===== src/rtl/btn_filter_pkg.sv =====
// Shared constants and helpers for the push-button debounce filter.
package btn_filter_pkg;

    localparam int BTNFLT_SYNC_STAGES_DEF   = 2;
    localparam int BTNFLT_STABLE_CYCLES_DEF = 8;

    // Width of a counter that must reach n-1; never narrower than one bit.
    function automatic int cnt_width(input int n);
        int w;
        w = $clog2(n);
        return (w < 1) ? 1 : w;
    endfunction

endpackage


===== src/rtl/btn_sync.sv =====
// Multi-flop synchroniser bringing the raw asynchronous button into the clock
// domain; every stage resets to RST_LEVEL so no false edge follows reset.
module btn_sync
    import btn_filter_pkg::*;
#(
    parameter int   SYNC_STAGES = BTNFLT_SYNC_STAGES_DEF,
    parameter logic RST_LEVEL   = 1'b0
) (
    input  logic clk,
    input  logic rst,
    input  logic d,
    output logic q
);

    logic [SYNC_STAGES-1:0] stg;

    // Shift chain: stage 0 samples the pin, the last stage is the clean level.
    always_ff @(posedge clk) begin
        if (rst) begin
            stg <= {SYNC_STAGES{RST_LEVEL}};
        end else begin
            stg <= {stg[SYNC_STAGES-2:0], d};
        end
    end

    assign q = stg[SYNC_STAGES-1];

endmodule


===== src/rtl/btn_filter.sv =====
// Push-button debouncer: synchronises BTN and accepts a new level only after
// STABLE_CYCLES consecutive agreeing samples.
// Optional macro BTNFLT_EDGE_EN adds one-cycle BTN_RISE / BTN_FALL pulses.
module btn_filter
    import btn_filter_pkg::*;
#(
    parameter int   SYNC_STAGES   = BTNFLT_SYNC_STAGES_DEF,
    parameter int   STABLE_CYCLES = BTNFLT_STABLE_CYCLES_DEF,
    parameter logic RST_LEVEL     = 1'b0
) (
    input  logic CLK,
    input  logic RST,
    input  logic BTN,
`ifdef BTNFLT_EDGE_EN
    output logic BTN_RISE,
    output logic BTN_FALL,
`endif
    output logic BTNQ
);

    localparam int            CW      = cnt_width(STABLE_CYCLES);
    localparam logic [CW-1:0] CNT_MAX = CW'(STABLE_CYCLES - 1);

    logic          bs;
    logic [CW-1:0] cnt;
    logic [CW-1:0] cnt_nxt;
    logic          q_nxt;

    btn_sync #(
        .SYNC_STAGES (SYNC_STAGES),
        .RST_LEVEL   (RST_LEVEL)
    ) u_sync (
        .clk (CLK),
        .rst (RST),
        .d   (BTN),
        .q   (bs)
    );

    // Qualification: count disagreeing samples, any agreement restarts the count.
    always_comb begin
        cnt_nxt = '0;
        q_nxt   = BTNQ;
        if (bs != BTNQ) begin
            if (cnt == CNT_MAX) begin
                q_nxt = bs;
            end else begin
                cnt_nxt = cnt + CW'(1);
            end
        end
    end

    // State registers for the counter and the accepted level.
    always_ff @(posedge CLK) begin
        if (RST) begin
            cnt  <= '0;
            BTNQ <= RST_LEVEL;
        end else begin
            cnt  <= cnt_nxt;
            BTNQ <= q_nxt;
        end
    end

`ifdef BTNFLT_EDGE_EN
    // Edge pulses registered on the same edge that updates BTNQ.
    always_ff @(posedge CLK) begin
        if (RST) begin
            BTN_RISE <= 1'b0;
            BTN_FALL <= 1'b0;
        end else begin
            BTN_RISE <= q_nxt & ~BTNQ;
            BTN_FALL <= ~q_nxt & BTNQ;
        end
    end
`endif

endmodule


===== config.mk =====
export PLATFORM = sky130hd
export DESIGN_NAME = btn_filter
export DESIGN_NICKNAME = d
export VERILOG_FILES = /design/src/rtl/btn_filter_pkg.sv /design/src/rtl/btn_sync.sv /design/src/rtl/btn_filter.sv
export SDC_FILE = /design/constraint.sdc
export NUM_CORES = 1
export LEC_CHECK = 0
export ABC_AREA = 0
export BUFFER_PORTS_ARGS = -buffer_cell sky130_fd_sc_hd__buf_4
export CAP_MARGIN = 30
export CORE_AREA = 2 2 39 41
export CTS_CLUSTER_SIZE = 20
export DETAILED_ROUTE_END_ITERATION = 6
export DIE_AREA = 0 0 41 43
export SLEW_MARGIN = 20
export SYNTH_ARGS = -nofsm -noshare
export SYNTH_HDL_FRONTEND = slang
export SYNTH_HIERARCHICAL = 1
export SYNTH_SLANG_ARGS = --single-unit

===== constraint.sdc =====
create_clock -name CLK -period 1.5 [get_ports CLK]
set_input_delay 0.075 -clock CLK [delete_from_list [all_inputs] [get_ports CLK]]
set_output_delay 0.075 -clock CLK [all_outputs]
set_load 0.01 [all_outputs]

==> results.md, run 1 <==
* WL/cell at 7.974 um
* Area added between synthesis and finish at 31.90%
* Total Routed Length at 303 um
* Leak Pwr at 0.1107 nW
* Port Buffer Count at 3
* FILL cells at 158
* WP data arrival at 1.26 ns
* Core area at 0.001384 sq mm
* Register area at 120.1 sq um
* Residual DRC at 0
* Total number of vias at 134
* Worst-path clk slew at 0.05 ns
* Hold Path Class: in2reg
* FF+latch count, synth at 6
* Global-route wire length before repair at 545 um
* Worst Setup End Kind: flip-flop
* Initial drt markers at 0
* Post-CTS sizing at 0
* Num CTS Buffers at 3
* Antenna cells at 0
* Placed cell count at 35
* Fmax at 897.7 MHz
* Die X at 41 um
* Core Rows at 14
* Commonest non-fill, non-tap cell in the layout: dfxtp_1
* Worst-Skew Late Latency at 0.24 ns
* Finished Cell Area at 269.0 sq um
* Peak VDD IR at 0.4575 mV
* Pwr per Cell Area at 1197 mW/mm^2
* Max-cap violations at 0
* Most frequent cells in the layout: 6 x dfxtp_1, 3 x clkbuf_4, 3 x buf_4
* Unique masters post-synth at 8
* DRT antenna net count at 0
* # hold bufs at CTS at 0
* Synthesized area at 203.9 sq um
* Setup CP Type: reg2reg
* Syn avg cell area at 12.75 sq um
* Run status: finished, final reports clean
* Vias in the first global route at 142
* CP startpoint kind: flip-flop
* Syn. warnings at 6
* Post-route clock period utilization at 74.26%
* Fin Clk Skew at 0.005660 ns
* CP required at 1.64 ns
* CP max FO at 4
* Syn Inst Count at 16
* Pre-Repair DR Iteration Count at 1
* RSZ-0062 raised after global routing: no
* Non-filler cells, final at 38
* Final #Nets at 29
* Overall die height at 43 um
* Fin crit period at 1.114 ns
* Multi-input gate area at 83.83 sq um
* Setup ws final at 0.3861 ns
* GRT Util Overall at 5.040%
* CTS tree: yes
* Max_slew headroom at 79.93%
* Setup Viol. Count Final at 0
* Initial Util at 14.74%
* Worst slew pin tran at 0.2988 ns
* Share of cells above drive strength 1 at 27.27%
* Pre-CTS WS at 0.3759 ns
* Die footprint at 0.001763 sq mm
* DP Wirelength at 210.8 um
* Clock Sinks at 6
* Setup Total Neg Slack at 0 ns
* H-tree depth reported by CTS at 1
* DP Area at 246.5 sq um
* Clock root buffer: clkbuf_4
* DR vias/cell at 3.526
* Hold Fails Final Rpt at 0
* # IOs at 4
* Clock Tree Buf Depth at 2
* GPL Wtd Cong at 0.6394
* GR Overflow Total at 0
* Post-CTS setup buffers at 0
* Synthesized Nets at 21
* Final Slew Violations at 0
* Initial antenna violation count at 0
* Seq/Total Area, Yosys at 58.90%
* Largest net degree at the start of global routing at 7
[area by class of cell]
type	count	share of cell area, %
tap	16	7.442
sequential	6	44.65
timing repair buffer	3	8.372
clock buffer	3	8.372
multi-input combinational	10	31.16
[synth_stat cells]
library cell,number,area [sq um]
dfxtp_1,6,120.1
ha_1,2,25.02
nor2b_1,2,12.51
nor4b_1,2,17.52
mux2i_1,1,10.01
nor2_1,1,3.750
nor4_1,1,6.260
xnor2_1,1,8.760
[per-layer routing]
metal | track usage (%) | vias to the layer above | part of all wire [%]
met2 | 5.938 | 4 | 41
met3 | 4.712 | 0 | 5.9
li1 | - | 70 | -
met5 | 0 | - | 0
met4 | 4.000 | 0 | 0
met1 | 5.212 | 60 | 53
[sequential cells by signal (all words and copies together) (netlist names)]
name,count
BTNQ,1
u_sync/stg,2
cnt,3
[through the flow]
| stage | total power, mW | hold WS [ns] | utilization, % |
|---|---|---|---|
| final | 0.3220 | 0.03676 | 19.44 |
| after global routing | 0.3377 | 0.03631 | 19.44 |
| after detailed placement | 0.1777 | 0.2904 | 17.81 |
| after floorplan | 0.1711 | 0.1466 | - |
| after global placement | 0.1773 | 0.2866 | 17.81 |
| after CTS | 0.3303 | 0.03145 | 19.44 |
[critical path, stage by stage (launching register included)]
cell and delay (ns):
dfxtp_1 0.31, ha_1 0.19, ha_1 0.23, nor4b_1 0.28
[final timing paths]
kind | endpoint | depth (start not counted) | startpoint | slack (ns)
worst max-delay path | cnt[1] | 3 | cnt[0] | 0.39
worst min-delay path | BTNQ | 2 | RST | 0.04
worst max register to register | cnt[1] | 3 | cnt[0] | 0.39
worst min register to register | cnt[0] | 1 | cnt[0] | 0.43
[cell families (layout without fill, tap and decap cells)]
| family | count (synthesis) | after routing | share of synthesized area (%) |
|---|---|---|---|
| DFF | 6 | 6 | 58.90 |
| and+or+nand+nor | 6 | 6 | 19.63 |
| adders and majority gates | 2 | 2 | 12.27 |
| xor gates and xnor gates | 1 | 1 | 4.295 |
| muxes | 1 | 1 | 4.908 |
| buffers and inverters | 0 | 6 | 0 |
[power breakdown]
part	internal, mW	switching, mW	leakage (nW)
logic	0.00592	0.00417	0.0481
registers	0.163	0.00122	0.0488
clock network	0.0904	0.0570	0.0138
No activity file was read; power rests on OpenSTA's default activity.
==> run 2, diff against run 1 <==
--- a/config.mk
+++ b/config.mk
@@ -5,7 +5,7 @@
 export SDC_FILE = /design/constraint.sdc
 export NUM_CORES = 1
 export LEC_CHECK = 0
-export ABC_AREA = 0
+export ABC_AREA = 1
 export BUFFER_PORTS_ARGS = -buffer_cell sky130_fd_sc_hd__buf_4
 export CAP_MARGIN = 30
 export CORE_AREA = 2 2 39 41
==> constraint.sdc (replaced) <==
create_clock -name CLK -period 1 [get_ports CLK]
set_input_delay 0.05 -clock CLK [delete_from_list [all_inputs] [get_ports CLK]]
set_output_delay 0.05 -clock CLK [all_outputs]
set_load 0.01 [all_outputs]
==> results.md, run 2 <==
* Peak VDD IR at 0.6260 mV (+37%)
* Max incr delay on CP at 0.33 ns (+0.02 ns)
* Most numerous cell on the critical path: ha_4
* Pwr per Cell Area at 1507 mW/mm^2 (+26%)
* Core area at 0.001384 sq mm (unchanged)
* Largest net degree at the start of global routing at 5 (-2)
* Largest register FFs at 3 (unchanged)
* Final Slew Violations at 0 (unchanged)
* Share of cells above drive strength 1 at 33.33% (+6.1 points)
* Vias in the first global route at 177 (+25%)
* CP max FO at 3 (-1)
* CP required at 1.17 ns (-0.47 ns)
* Pre-Repair DR Iteration Count at 4 (+3)
* CP max stage cell: dfxtp_2
* Final Util at 23.33% (+3.9 points)
* # hold bufs at CTS at 0 (unchanged)
* Die X at 41 um (unchanged)
* Max_slew headroom at 91.08% (+11 points)
* Core Rows at 14 (unchanged)
* FF+latch count, synth at 6 (unchanged)
* Setup Viol. Count Final at 0 (unchanged)
* Area added between synthesis and finish at 42.54%
* GR Overflow Total at 0 (unchanged)
* Syn Inst Count at 27 (+11)
* H-tree depth reported by CTS at 1 (unchanged)
* GPL Wtd Cong at 0.7045 (+10%)
* Worst Setup End Kind: flip-flop
* CTS tree: yes
* Leak Pwr at 0.1315 nW (+19%)
* GRT Util Overall at 6.539% (+1.5 points)
* DRT antenna net count at 0 (unchanged)
* CP top delay family: flip-flops
* Hold Fails Final Rpt at 0 (unchanged)
* Run status: finished, final reports clean
* Main synth FF type: dfxtp_1
* Die footprint at 0.001763 sq mm (unchanged)
* Overall die height at 43 um (unchanged)
* Antenna cells at 0 (unchanged)
* Post-synth EDFFs at 0 (unchanged)
* Clock root buffer: clkbuf_4
* Biggest regs: cnt: 3 flops, u_sync/stg: 2 flops, BTNQ: 1 flops
* Global-route wire length before repair at 683 um (+25%)
* Hold Path Class: in2reg
* Clock Tree Buf Depth at 2 (unchanged)
* Synthesized area at 226.5 sq um (+11%)
* Crit path cell chain: ha_4 > ha_4 > nor2_4 > nand3_2 > nor2_1
* Synth area leaders: dfxtp_1 53%, inv_1 12%, nor2_1 12%
* DP Wirelength at 261.1 um (+24%)
* Fin crit period at 0.9718 ns (-0.1422 ns)
* Initial Util at 16.37% (+1.6 points)
* Seq/Total Area, Yosys at 53.04% (-5.9 points)
* # IOs at 4 (unchanged)
* Post-route clock period utilization at 97.18% (+23 points)
* Initial drt markers at 4 (+4)
* Setup ws final at 0.02825 ns (-0.3578 ns)
* Total number of vias at 167 (+25%)
* Most frequent cells in the layout: 7 x inv_1, 7 x nor2_1, 5 x dfxtp_1, 3 x clkbuf_4, 3 x buf_4
* Num CTS Buffers at 3 (unchanged)
* Area leader, netlist: dfxtp_1
* Worst-Skew Late Latency at 0.24 ns (about the same)
* Post-synth top cells: 7 x inv_1, 7 x nor2_1, 6 x dfxtp_1
* Syn avg cell area at 8.388 sq um (-34%)
* Total Routed Length at 392 um (+29%)
* Clock Sinks at 6 (unchanged)
* Unique masters post-synth at 8 (unchanged)
* Syn. warnings at 6 (unchanged)
* Worst-path clk slew at 0.04 ns (about the same)
* CP startpoint kind: flip-flop
* Port Buffer Count at 3 (unchanged)
* WP data arrival at 1.14 ns (-0.12 ns)
* Residual DRC at 0 (unchanged)
* Finished Cell Area at 322.8 sq um (+20%)
* RSZ-0062 raised after global routing: yes
* WL/cell at 8.000 um (+0.33%)
* Fmax at 1029 MHz (+15%)
* DR vias/cell at 3.408 (-3.4%)
* Pre-CTS WS at -0.05056 ns (-0.4264 ns)
* Worst slew pin tran at 0.1327 ns (-0.1661 ns)
* Max-cap violations at 0 (unchanged)
* DP Area at 271.5 sq um (+10%)
* Post-synth ARST share at 0% (unchanged)
* Reg with most FFs: cnt
* Initial antenna violation count at 0 (unchanged)
* Post-synth top area share at 53.04% (-5.9 points)
* Synthesized Nets at 32 (+52%)
* Worst Hold Slack at 0.01594 ns (-0.02081 ns)
* Crit path buffers/inverters at 0 (unchanged)
* Final #Nets at 40 (+38%)
* Setup CP Type: reg2reg
* Fin Clk Skew at 0.001459 ns (-0.004201 ns)
[run 2: cell count changes after synthesis, sizes merged, moves of 2 or more]
cell,previous run,this run
nor2b,2,0
nor4b,2,0
nor2,1,8
inv,0,7
nand2,0,2
[run 2: timing repair]
action,CTS,global route
gates resized for setup,3,2
pin swaps,3,1
endpoints found under the hold margin,0,0
setup endpoints to repair,3,4
buffers inserted,0,0
[run 2: report_power, final]
group          switching, mW  internal (mW)
Combinational        0.00948         0.0107
Sequential           0.00296          0.245
Clock                 0.0824          0.135
Total                 0.0949          0.392
[run 2: final cells by class]
type	instances	area, sq um
timing repair buffer	3	22.52
sequential	6	121.4
fill	145	1061
clock buffer	3	22.52
inverter	7	26.28
multi-input combinational	14	110.1
tap	16	20.02
[run 2: path summary, 6_finish.rpt]
path	start	end	slack, ns	cells past startpoint
setup reg to reg	cnt[0]	cnt[0]	0.03	5
hold reg to reg	u_sync/stg[0]	u_sync/stg[1]	0.40	2
setup / recovery	cnt[0]	cnt[0]	0.03	5
hold / removal	RST	u_sync/stg[1]	0.02	2
[run 2: kinds of logic (layout without fill, tap and decap cells)]
group	count (synthesis)	after routing	synth area share, %
buf+inv	7	13	11.60
fa+ha+maj	2	2	11.05
flops	6	6	53.04
simple gates	12	12	24.31
[run 2: worst register-to-register path: cells and delay by family (launching register included)]
family                   cells  cell delay [ns]
AND/OR/NAND/NOR              3             0.25
flip-flops                   1             0.33
adder cells (fa/ha/maj)      2             0.33
[run 2: layer usage]
| layer | global-route usage, % | part of all wire [%] | vias up |
|---|---|---|---|
| met3 | 3.665 | 7.7 | 2 |
| li1 | - | - | 90 |
| met4 | 8.000 | 3.6 | 0 |
| met1 | 5.825 | 39 | 70 |
| met5 | 0 | 0 | - |
| met2 | 8.750 | 49 | 5 |
[run 2: metrics by stage]
step	setup TNS, ns	cells	total power, mW
2_1_floorplan	0	27	0.2592
3_3_place_gp	-0.1109	46	0.2681
3_5_place_dp	-0.1378	46	0.2690
4_1_cts	0	49	0.4997
5_1_grt	-0.09970	49	0.5099
6_report	0	49	0.4864
==> run 3, diff against run 2 <==
--- a/config.mk
+++ b/config.mk
@@ -8,10 +8,13 @@
 export ABC_AREA = 1
 export BUFFER_PORTS_ARGS = -buffer_cell sky130_fd_sc_hd__buf_4
 export CAP_MARGIN = 30
+export CELL_PAD_IN_SITES_DETAIL_PLACEMENT = 2
+export CELL_PAD_IN_SITES_GLOBAL_PLACEMENT = 2
 export CORE_AREA = 2 2 39 41
 export CTS_CLUSTER_SIZE = 20
 export DETAILED_ROUTE_END_ITERATION = 6
 export DIE_AREA = 0 0 41 43
+export PLACE_DENSITY_LB_ADDON = 0.1
 export SLEW_MARGIN = 20
 export SYNTH_ARGS = -nofsm -noshare
 export SYNTH_HDL_FRONTEND = slang
==> results.md, run 3 (synthesis results as in run 2) <==
* Run status: finished, violations left
* Failing checks: negative setup slack
* Pre-Repair DR Iteration Count at 1 (-3)
* CTS tree: yes
* M1 WL at 191 um (+26%)
* Worst Setup End Kind: flip-flop
* Die X at 41 um (unchanged)
* Max_slew headroom at 89.53% (-1.6 points)
* Port Buffer Count at 3 (unchanged)
* Largest net degree at the start of global routing at 5 (unchanged)
* Post-route clock period utilization at 100.1% (+2.9 points)
* Initial antenna violation count at 0 (unchanged)
* Initial Util at 16.37% (unchanged)
* Setup Viol. Count Final at 1 (+1)
* Fmax at 999.1 MHz (-2.9%)
* Max-cap violations at 0 (unchanged)
* DP Area at 271.5 sq um (unchanged)
* Most frequent cells in the layout: 7 x inv_1, 5 x dfxtp_1, 5 x nor2_1, 3 x clkbuf_4, 3 x buf_4
* Finished Cell Area at 345.3 sq um (+7.0%)
* Final Util at 24.95% (+1.6 points)
* FILL cells at 168 (+16%)
* Peak VDD IR at 0.5912 mV (-5.6%)
* CP max FO at 3 (unchanged)
* Clock root buffer: clkbuf_4
* Num CTS Buffers at 3 (unchanged)
* Pwr per Cell Area at 1426 mW/mm^2 (-5.4%)
* CP startpoint kind: flip-flop
* Die footprint at 0.001763 sq mm (unchanged)
* Residual DRC at 0 (unchanged)
* Worst slew pin tran at 0.1558 ns (+0.02312 ns)
* Total number of vias at 188 (+13%)
* Biggest regs: cnt: 3 flops, u_sync/stg: 2 flops, BTNQ: 1 flops
* GR Overflow Total at 0 (unchanged)
* Overall die height at 43 um (unchanged)
* WP data arrival at 1.17 ns (+0.03 ns)
* Area added between synthesis and finish at 52.49%
* CP max stage cell: dfxtp_1
* Fin Clk Skew at 0.001888 ns (+0.0004289 ns)
* Pre-CTS WS at -0.09878 ns (-0.04822 ns)
* Final Slew Violations at 0 (unchanged)
* Antenna cells at 0 (unchanged)
* Total Routed Length at 473 um (+21%)
* Global-route wire length before repair at 676 um (-1.0%)
* Hold Fails Final Rpt at 0 (unchanged)
* Initial drt markers at 0 (-4)
* Crit path cell chain: ha_4 > ha_4 > nor2_4 > nand3_4 > nor2_1
* Reg with most FFs: cnt
* GRT Util Overall at 6.841% (+0.30 points)
* GPL Wtd Cong at 0.5337 (-24%)
* WL/cell at 9.460 um (+18%)
* Max Used Layer: met4
* Vias in the first global route at 188 (+6.2%)
* DR vias/cell at 3.760 (+10%)
* Leak Pwr at 0.1361 nW (+3.4%)
* Most numerous cell on the critical path: ha_4
* Largest register FFs at 3 (unchanged)
* CP required at 1.17 ns (about the same)
* Setup CP Type: reg2reg
* DRT antenna net count at 0 (unchanged)
* # IOs at 4 (unchanged)
* Met3 wire length at 29 um (-3.3%)
* Worst-Skew Late Latency at 0.24 ns (about the same)
* DP Wirelength at 367.5 um (+41%)
* Core Rows at 14 (unchanged)
* Commonest non-fill, non-tap cell in the layout: inv_1
* Setup ws final at -0.0009298 ns (-0.02918 ns)
* Final #Nets at 41 (+2.5%)
* Clock Tree Buf Depth at 2 (unchanged)
* Worst-path clk slew at 0.04 ns (about the same)
* Max incr delay on CP at 0.32 ns (about the same)
* Fin crit period at 1.001 ns (+0.02918 ns)
* RSZ-0062 raised after global routing: yes
* H-tree depth reported by CTS at 1 (unchanged)
* Power, Total at 492.3 uW (+1.2%)
* Hold Path Class: in2reg
* Clock Sinks at 6 (unchanged)
* Wire length on met2 at 240 um (+24%)
* Core area at 0.001384 sq mm (unchanged)
* Share of cells above drive strength 1 at 38.24% (+4.9 points)
-- run 3: changes by cell type in the layout (fill, tap and decap cells not counted) --
cell           before  now
nand3_2             1    0
nor2_1              7    5
nand3_4             0    1
nor2_2              0    2
dlygate4sd3_1       0    1
-- run 3: worst max-delay path: cells and delay by family, from the launching register on --
| family | cells | cell delay [ns] |
|---|---|---|
| simple gates | 3 | 0.28 |
| fa+ha+maj | 2 | 0.34 |
| flops | 1 | 0.32 |
-- run 3: final timing paths --
check                                      to           from  slack (ns)  cells past startpoint
worst max-delay path                   cnt[0]         cnt[1]     -0.0009                      5
worst max register to register         cnt[0]         cnt[1]     -0.0009                      5
worst min-delay path            u_sync/stg[0]            RST       0.007                      2
worst min register to register  u_sync/stg[1]  u_sync/stg[0]        0.42                      2
-- run 3: layer usage --
metal | up-vias | global-route usage (%)
met2 | 5 | 9.063
li1 | 92 | -
met5 | - | 0
met4 | 0 | 8.000
met1 | 89 | 5.502
met3 | 2 | 5.236
-- run 3: final cells by class --
| class | instances | area [sq um] | area share [%] |
|---|---|---|---|
| Clock buffer | 3 | 22.52 | 6.522 |
| Inverter | 7 | 26.28 | 7.609 |
| Multi-Input combinational cell | 14 | 122.6 | 35.51 |
| Sequential cell | 6 | 121.4 | 35.14 |
| Tap cell | 16 | 20.02 | 5.797 |
| Timing Repair Buffer | 4 | 32.53 | 9.420 |
-- run 3: what timing repair did --
action,CTS,global route
pin swaps,5,1
buffers inserted,0,0
cloned,0,0
setup endpoints to repair,4,4
hold buffers,0,1
gates resized for setup,5,3
endpoints found under the hold margin,0,1
-- run 3: report_power, final --
part	switching, mW	internal, mW	total (mW)
sequential	0.00310	0.245	0.248
clock	0.0826	0.135	0.218
combinational	0.0119	0.0139	0.0258
total	0.0976	0.395	0.492
-- run 3: through the flow --
| stage | cells | setup TNS [ns] | hold WS [ns] |
|---|---|---|---|
| finish | 50 | -0.0009298 | 0.006958 |
| global route | 50 | -0.1208 | 0.004732 |
| detailed placement | 46 | -0.3006 | 0.2503 |
| CTS | 49 | -0.01166 | 0.002704 |
| floorplan | 27 | 0 | 0.1212 |
| global placement | 46 | -0.1520 | 0.2484 |
